File: config.mk
export PLATFORM = sky130hd
export DESIGN_NAME = round_pack_arbiter
export DESIGN_NICKNAME = d
export VERILOG_FILES = /design/src/rtl/rpa_pkg.sv /design/src/rtl/rpa_rr_pick.sv /design/src/rtl/round_pack_arbiter.sv
export SDC_FILE = /design/constraint.sdc
export NUM_CORES = 1
export LEC_CHECK = 0
export ABC_AREA = 0
export CAP_MARGIN = 5
export CORE_AREA = 3 3 246 248
export DETAILED_ROUTE_END_ITERATION = 16
export DIE_AREA = 0 0 249 251
export HOLD_SLACK_MARGIN = 0.03
export SYNTH_ARGS = -nofsm -noshare
export SYNTH_HDL_FRONTEND = slang
export SYNTH_SLANG_ARGS = --single-unit
File: constraint.sdc
create_clock -name ap_clk -period 3.5 [get_ports ap_clk]
set_clock_uncertainty 0.2 [all_clocks]
set_input_delay 0.7 -clock ap_clk [delete_from_list [all_inputs] [get_ports ap_clk]]
set_output_delay 0.7 -clock ap_clk [all_outputs]
set_load 0.01 [all_outputs]
File: src/rtl/rpa_pkg.sv
// Shared types and constants for the round_pack_arbiter slice: FSM states,
// IEEE exception flag bits and the rounding-job operand bundle.
package rpa_pkg;

    typedef enum logic [1:0] {
        RPA_IDLE,
        RPA_ISSUE,
        RPA_RESP
    } rpa_state_e;

    localparam logic [31:0] FLAG_INEXACT   = 32'd1;
    localparam logic [31:0] FLAG_UNDERFLOW = 32'd4;
    localparam logic [31:0] FLAG_OVERFLOW  = 32'd8;

    typedef struct packed {
        logic        sign;
        logic [12:0] exp;
        logic [63:0] sig;
    } rpa_operand_t;

endpackage

File: src/rtl/rpa_rr_pick.sv
// Combinational rotate-priority picker: first set request at or above ptr_i,
// wrapping from N_REQ-1 back to 0; returns a one-hot grant and its index.
module rpa_rr_pick #(
    parameter int unsigned N_REQ = 4,
    parameter int unsigned IDX_W = $clog2(N_REQ)
) (
    input  logic [N_REQ-1:0] req_i,
    input  logic [IDX_W-1:0] ptr_i,
    output logic [N_REQ-1:0] grant_o,
    output logic [IDX_W-1:0] idx_o,
    output logic             any_o
);

    int unsigned cand;
    logic [IDX_W-1:0] cand_idx;

    always_comb begin
        grant_o  = '0;
        idx_o    = '0;
        cand     = 0;
        cand_idx = '0;
        any_o    = |req_i;
        // Walk offsets from farthest to nearest so the nearest hit is written last.
        for (int unsigned k = N_REQ; k > 0; k--) begin
            cand     = (32'(ptr_i) + k - 1) % N_REQ;
            cand_idx = IDX_W'(cand);
            if (req_i[cand_idx]) begin
                grant_o           = '0;
                grant_o[cand_idx] = 1'b1;
                idx_o             = cand_idx;
            end
        end
    end

endmodule

File: src/rtl/round_pack_arbiter.sv
// Round-robin sequencer sharing one roundAndPackFloat64 core among N_REQ requesters.
// Define RPA_PER_REQ_FLAGS_EN for per-requester sticky flag registers and the req_flags port.
module round_pack_arbiter
    import rpa_pkg::*;
#(
    parameter int unsigned N_REQ = 4,
    parameter int unsigned IDX_W = $clog2(N_REQ)
) (
    input  logic                  ap_clk,
    input  logic                  ap_rst_n,
    input  logic [N_REQ-1:0]      req_valid,
    output logic [N_REQ-1:0]      req_ready,
    input  logic [N_REQ-1:0]      req_sign,
    input  logic [13*N_REQ-1:0]   req_exp,
    input  logic [64*N_REQ-1:0]   req_sig,
    output logic [N_REQ-1:0]      resp_valid,
    output logic [63:0]           resp_data,
    output logic [31:0]           flags,
    input  logic                  flags_clr,
`ifdef RPA_PER_REQ_FLAGS_EN
    output logic [32*N_REQ-1:0]   req_flags,
`endif
    output logic                  core_start,
    input  logic                  core_done,
    input  logic                  core_ready,
    output logic                  core_sign,
    output logic [12:0]           core_exp,
    output logic [63:0]           core_sig,
    output logic [31:0]           core_flag_i,
    input  logic [31:0]           core_flag_o,
    input  logic                  core_flag_vld,
    input  logic [63:0]           core_return
);

    rpa_state_e        state_q, state_d;
    logic [IDX_W-1:0]  rr_ptr_q, rr_ptr_d;
    logic [IDX_W-1:0]  gidx_q, gidx_d;
    rpa_operand_t      opnd_q, opnd_d;
    logic [N_REQ-1:0]  resp_valid_q, resp_valid_d;
    logic [63:0]       resp_data_q, resp_data_d;

    logic [N_REQ-1:0]  pick_grant;
    logic [IDX_W-1:0]  pick_idx;
    logic              pick_any;

    logic [12:0]       exp_arr [N_REQ];
    logic [63:0]       sig_arr [N_REQ];

    rpa_rr_pick #(
        .N_REQ (N_REQ),
        .IDX_W (IDX_W)
    ) u_pick (
        .req_i   (req_valid),
        .ptr_i   (rr_ptr_q),
        .grant_o (pick_grant),
        .idx_o   (pick_idx),
        .any_o   (pick_any)
    );

    always_comb begin
        for (int unsigned k = 0; k < N_REQ; k++) begin
            exp_arr[k] = req_exp[k*13 +: 13];
            sig_arr[k] = req_sig[k*64 +: 64];
        end
    end

    always_comb begin
        state_d      = state_q;
        rr_ptr_d     = rr_ptr_q;
        gidx_d       = gidx_q;
        opnd_d       = opnd_q;
        resp_valid_d = '0;
        resp_data_d  = resp_data_q;
        req_ready    = '0;
        core_start   = 1'b0;
        unique case (state_q)
            RPA_IDLE: begin
                // Accept is combinational, so hold it off while reset is asserted.
                if (pick_any && ap_rst_n) begin
                    req_ready   = pick_grant;
                    gidx_d      = pick_idx;
                    opnd_d.sign = req_sign[pick_idx];
                    opnd_d.exp  = exp_arr[pick_idx];
                    opnd_d.sig  = sig_arr[pick_idx];
                    state_d     = RPA_ISSUE;
                end
            end
            RPA_ISSUE: begin
                core_start = 1'b1;
                if (core_done && core_ready) begin
                    resp_data_d = core_return;
                    state_d     = RPA_RESP;
                end
            end
            RPA_RESP: begin
                resp_valid_d[gidx_q] = 1'b1;
                rr_ptr_d = (32'(gidx_q) == N_REQ - 1) ? '0 : gidx_q + 1'b1;
                state_d  = RPA_IDLE;
            end
            default: state_d = RPA_IDLE;
        endcase
    end

    always_ff @(posedge ap_clk or negedge ap_rst_n) begin
        if (!ap_rst_n) begin
            state_q      <= RPA_IDLE;
            rr_ptr_q     <= '0;
            gidx_q       <= '0;
            opnd_q       <= '0;
            resp_valid_q <= '0;
            resp_data_q  <= '0;
        end else begin
            state_q      <= state_d;
            rr_ptr_q     <= rr_ptr_d;
            gidx_q       <= gidx_d;
            opnd_q       <= opnd_d;
            resp_valid_q <= resp_valid_d;
            resp_data_q  <= resp_data_d;
        end
    end

    assign resp_valid = resp_valid_q;
    assign resp_data  = resp_data_q;
    assign core_sign  = opnd_q.sign;
    assign core_exp   = opnd_q.exp;
    assign core_sig   = opnd_q.sig;

`ifdef RPA_PER_REQ_FLAGS_EN
    logic [31:0] flags_q [N_REQ];

    // Core update is written last so it overrides a coincident clear.
    always_ff @(posedge ap_clk or negedge ap_rst_n) begin
        if (!ap_rst_n) begin
            for (int unsigned k = 0; k < N_REQ; k++) flags_q[k] <= '0;
        end else begin
            if (flags_clr) begin
                for (int unsigned k = 0; k < N_REQ; k++) flags_q[k] <= '0;
            end
            if (state_q == RPA_ISSUE && core_flag_vld) flags_q[gidx_q] <= core_flag_o;
        end
    end

    always_comb begin
        flags     = '0;
        req_flags = '0;
        for (int unsigned k = 0; k < N_REQ; k++) begin
            flags                 = flags | flags_q[k];
            req_flags[k*32 +: 32] = flags_q[k];
        end
    end

    assign core_flag_i = flags_q[gidx_q];
`else
    logic [31:0] flags_q;

    // The core ORed against the pre-clear value, so its update beats a clear.
    always_ff @(posedge ap_clk or negedge ap_rst_n) begin
        if (!ap_rst_n) begin
            flags_q <= '0;
        end else if (state_q == RPA_ISSUE && core_flag_vld) begin
            flags_q <= core_flag_o;
        end else if (flags_clr) begin
            flags_q <= '0;
        end
    end

    assign flags       = flags_q;
    assign core_flag_i = flags_q;
`endif

endmodule

# Word level (Yosys, flattened, before mapping)
# Cells that the tools add are included.
# word_totals
memories	0
register_bits	184
out_inout_bits	215
latchBits	0
word_cells	94
rom_bits	0
input_bits	418
mem_bits_rw	0
# classes
div	0
bitwise_logic	1
mux	44
n_lt_le_gt_ge	12
add_sub_neg	9
reduce_logical	14
shifts	0
mul	0
n_eq_ne	5
# op_table
cell	n
64-bit binary-select mux with 2-bit select	1
64-bit two-way mux	2
32-bit two-way mux	2
4-bit two-way mux	7
13-bit binary-select mux with 2-bit select	1
13-bit two-way mux	2
2-bit by 3-bit < comparator with 1-bit output, second input constant	6
2-bit two-way mux	7
1-bit two-way mux	11
1-bit binary-select mux with 2-bit select	5
1-bit demux with 2-bit select	5
2-bit by 1-bit >= comparator with 1-bit output, second input constant	5
1-bit logical AND	8
2-bit by 1-bit subtractor with 2-bit output, second input constant	4
2-bit by 1-bit adder with 2-bit output, second input constant	3
2-bit AND reduction	3
2-bit adder, second input constant	2
2-bit equality test, second input constant	2
2-bit != test, second input constant	2
2-bit case mux with 2 select lines	1
4-bit OR reduction	1
3-bit >= comparator, second input constant	1
2-bit inverter with 3-bit output	1
2-bit by 1-bit equality test with 1-bit output, second input constant	1
2 further kinds	2

# Depth between registers and ports, before layout
# depth
ltp_word	12
mapped_depth	12
mapped_depth_nobuf	8

# Hierarchy
# From an unflattened synthesis, not the netlist that was laid out.
# hier_totals
hier_cells	629
area_unflattened_um2	9704.3
# by_module_without_submodules
mod	cells_per_inst	area_each_um2	n_inst
round_pack_arbiter	567	9206.3	1
rpa_rr_pick	62	498.0	1

# Worst setup path before layout
# Ideal clock, no wire load.
# synth_timing
path_kind	register to register
start	reg rr_ptr_q[0]
end	reg opnd_q (netlist bit core_sig[10])
t_arrival_ns	2.969
stages_incl_launch_ff	11
path_buffers	3
setup_ns	0.104
slack_ns	0.227
required_time_ns	3.196
path_cell_list	dfrtp_1 buf_2 inv_1 ha_1 mux4_2 a211oi_1 or2_2 buf_2 buf_1 a221oi_1 a221oi_1
# synth_via
elab_chain_cells	12
# synth_rtl
element	line_no	rtl
start: declaration	round_pack_arbiter.sv:36	logic [IDX_W-1:0] rr_ptr_q, rr_ptr_d;
start signal: assignment	round_pack_arbiter.sv:114	rr_ptr_q <= rr_ptr_d;
2-bit by 1-bit adder with 2-bit output	rpa_rr_pick.sv:25	cand = (32'(ptr_i) + k - 1) % N_REQ;
2-bit by 1-bit subtractor with 2-bit output	rpa_rr_pick.sv:25	
1-bit binary-select mux with 2-bit select	rpa_rr_pick.sv:27	if (req_i[cand_idx]) begin
1-bit two-way mux (implied by the code)	rpa_rr_pick.sv:27	
2-bit two-way mux (3 in a row)	rpa_rr_pick.sv:27	
2-bit two-way mux (*)	rpa_rr_pick.sv:27	
2-bit inverter with 3-bit output (implied by the code) (*)	round_pack_arbiter.sv:84	opnd_d.sig = sig_arr[pick_idx];
64-bit binary-select mux with 2-bit select (*)	round_pack_arbiter.sv:84	
64-bit two-way mux (implied by the code) (*) (2 in a row)	round_pack_arbiter.sv:84	
end signal: assignment	round_pack_arbiter.sv:116	opnd_q <= opnd_d;
end: declaration	round_pack_arbiter.sv:38	rpa_operand_t opnd_q, opnd_d;
# Every way passes the cells marked *; elsewhere a longest branch is shown, timed or not. The select of a mux whose other input is x is not followed.
# A chain may end at the register's enable or synchronous reset.

# Final worst setup path
# layout_timing
start	in req_valid[3]
end	out req_ready[0]
# layout_via
elab_chain_cells	8
# layout_rtl
element	line_no	rtl
start: declaration	round_pack_arbiter.sv:11	input logic [N_REQ-1:0] req_valid,
1-bit binary-select mux with 2-bit select	rpa_rr_pick.sv:27	
1-bit two-way mux (implied by the code)	rpa_rr_pick.sv:27	
4-bit two-way mux (4 in a row)	rpa_rr_pick.sv:27	
4-bit two-way mux (*)	round_pack_arbiter.sv:79	if (pick_any && ap_rst_n) begin
4-bit two-way mux (*)	round_pack_arbiter.sv:76	unique case (state_q)
end: declaration	round_pack_arbiter.sv:12	output logic [N_REQ-1:0] req_ready,
# Marks and branches as above.

==> out/qor.txt <==
status: completed
Die X: 249 µm
Initial Util: 0.1961
most frequent cells in the layout: clkdlybuf4s50_1, dfrtp_1, mux2_2, nand2_1, buf_4
Placed Cells: 2524
Final HPWL DP: 40.34 mm
Power Dens Cells: 808.3 mW/mm²
Syn Std Cell Area: 0.01151 mm²
CP Launch Type: primary input
Core Footprint: 0.05869 mm²
WP buf/inv: 3
family with the most delay on the worst path: buffers and inverters
setup_tns: 0 ns
minimum clock period: 3.436 ns
total power: 0.01598 W
CTS tree: yes
Slew Limit Fails: 0
Mapped Cells: 1176
# clock sinks: 184
ys flop type: dfrtp_1
CP Capture Type: output pin
Critical Path Source: req_valid[3]
synth-to-layout area growth: 71.78%
Hold Buf Count CTS: 0
Worst setup endpoint: req_ready[0]
Synth Area per Inst: 9.784 µm²
residual DRC count: 0
CTS max path bufs: 2
Hold Vio Cnt, Final: 0
CTS Buf Count: 17
sequential-to-total area share from yosys stat: 0.4002
terminus of the critical flop-to-flop path: core_exp[3]
Yosys Warn Count: 0
Site Rows: 89
global-route wire length before repair: 80.33 mm
H-tree levels: 4
area taken by multi-input logic gates: 0.006262 mm²
initial drt markers: 692
Peak VDD IR: 483.8 µV
Worst EP arrival: 2.54 ns
mean routed wirelength per cell: 20.92 µm
Req. time, crit path: 2.60 ns
RSZ-0062 raised after global routing: true
CP max-delay cell: mux4_2
clock latency on the worst-skew pair: 0.47 ns
initial antenna violation count: 1
chip height: 251 µm
Netlist cell types: 38
most common cell after layout, fill and taps aside: clkdlybuf4s50_1
vias in the first global route: 12720
Tightest Pin Transition: 0.9681 ns
FILL cells: 5895
number of port buffers: 632
share of cells above drive strength 1: 0.1622
Slew Limit Headroom: 0.3546
critical path's largest stage delay: 0.47 ns
#FFs+latches synth: 184
worst setup path category: primary input to output pin
CTS clk-pin slew, worst paths: 0.08 ns
Reg2Reg Launch Point: rr_ptr_q[0]
Fin Hold WS: 0.09482 ns
GRT Total Usage: 0.1657
Worst path depth: 9
Post-DRT Antenna Nets: 0
Fmax: 291.1 MHz
Hold WC Path Type: primary input to async pin
Tcrit/Tclk final: 0.9816
WL final: 53.59 mm
Final setup viols: 0
gpl congestion: 0.8692
grt ovf: 0
ys async rst share: 1.000
fin cells: 2562
R2R setup slack: 0.22 ns
iteration count of the initial detailed-routing pass: 5
leakage power: 7.943 nW
Max-cap violations: 0
Worst Path Max Fanout: 5
sequential cell area: 0.004608 mm²
Die ar.: 0.06250 mm²
vias per inst: 4.872
Vias: 12480
number of flops mapped to enable cells by yosys: 0
Syn Nets: 1606
worst r2r path cells: 12
worst-path cell chain: clkdlybuf4s50_1 > buf_4 > mux4_2 > nor2b_4 > a22oi_2 > nor2_1 > a21oi_2 > o21ai_1 > clkdlybuf4s15_2
largest net degree at the start of global routing: 115
root buffer cell: clkbuf_16
Post-layout nets: 2205
num ports: 633
[final cells by class]
type,count,area share
Antenna cell,1,0.0001266
Clock buffer,17,0.02152
Clock inverter,15,0.009559
Inverter,5,0.0009495
Multi-Input combinational cell,838,0.3168
Sequential cell,184,0.2331
Tap cell,773,0.04893
Timing Repair Buffer,729,0.3689
[through the flow]
stage	setup WS, ns	util	area, µm²
floorplan	0.2273	-	11510
global placement	-0.3345	0.3252	19090
detailed placement	-0.3207	0.3252	19090
CTS	0.02151	0.3364	19740
global route	-0.02836	0.3368	19770
finish	0.06450	0.3368	19770
[sequential cells by signal (all words and copies together) (netlist names), 2 cells and up]
register     flops
core_sig        64
resp_data       64
core_flag_i     32
core_exp        13
resp_valid       4
gidx_q           2
rr_ptr_q         2
state_q          2
[cell usage after synthesis, drive strengths merged (2+ instances only)]
library cell  number  share of area
a2111o            14          0.014
a211oi             3         0.0020
a21oi             42          0.019
a221oi            60          0.046
a22o              33          0.025
a22oi             70          0.046
a31oi             72          0.039
and2              20          0.011
and3              31          0.017
buf               61          0.034
clkbuf            88          0.029
dfrtp            184           0.40
ha                12          0.013
inv                5         0.0016
mux2             133           0.13
mux2i             35          0.030
mux4               3         0.0059
nand2            114          0.037
nand3             33          0.014
nand3b            32          0.021
nor2              46          0.015
nor2b              5         0.0027
nor3              16         0.0070
o21ai             23          0.010
o221ai            33          0.025
or2                2         0.0011
[cell families (layout without fill, tap and decap cells)]
logic type               Yosys count  in the layout  share of synthesized area
AO/OA/AOI/OAI                    354            354                     0.2286
adder cells (fa/ha/maj)           12             12                    0.01305
buffers and inverters            154            766                    0.06448
flip-flops                       184            184                     0.4002
multiplexers                     171            171                     0.1665
other                              0              1                          0
AND/OR/NAND/NOR                  301            301                     0.1272
[timing repair]
| item | CTS | global route |
|---|---|---|
| pin swaps | 0 | 0 |
| gates resized for setup | 13 | 12 |
| setup endpoints to repair | 4 | 15 |
| buffers inserted | 4 | 1 |
[worst register-to-register path, delay by kind of cell (launching register included)]
family | cells | cell delay [ns]
flip-flops | 1 | 0.52
AND/OR/NAND/NOR | 1 | 0.26
buffers and inverters | 5 | 0.92
multiplexers | 1 | 0.37
adder cells (fa/ha/maj) | 1 | 0.25
AO/OA/AOI/OAI | 4 | 0.70
[power by group]
group          total [W]  internal [W]  switching, W
Combinational     0.0102       0.00530       0.00492
Sequential       0.00369       0.00307      0.000622
Clock            0.00207      0.000980       0.00109
Total             0.0160       0.00935       0.00662
[worst min path at each step]
stage	start	end
2_1_floorplan	ap_rst_n	core_exp[0]
3_3_place_gp	resp_data[53]	resp_data[53]
3_5_place_dp	resp_data[28]	resp_data[28]
4_1_cts	ap_rst_n	core_sig[61]
5_1_grt	ap_rst_n	core_sig[52]
6_report	ap_rst_n	core_sig[52]
[routing by layer]
| layer | track usage | wire [µm] | up-vias |
|---|---|---|---|
| li1 | - | - | 5660 |
| met1 | 0.1971 | 21070 | 6149 |
| met5 | 0 | 0 | - |
| met2 | 0.2915 | 27140 | 606 |
| met4 | 0.05469 | 1268 | 0 |
| met3 | 0.04252 | 4102 | 66 |
(Power assumes the default switching activity.)
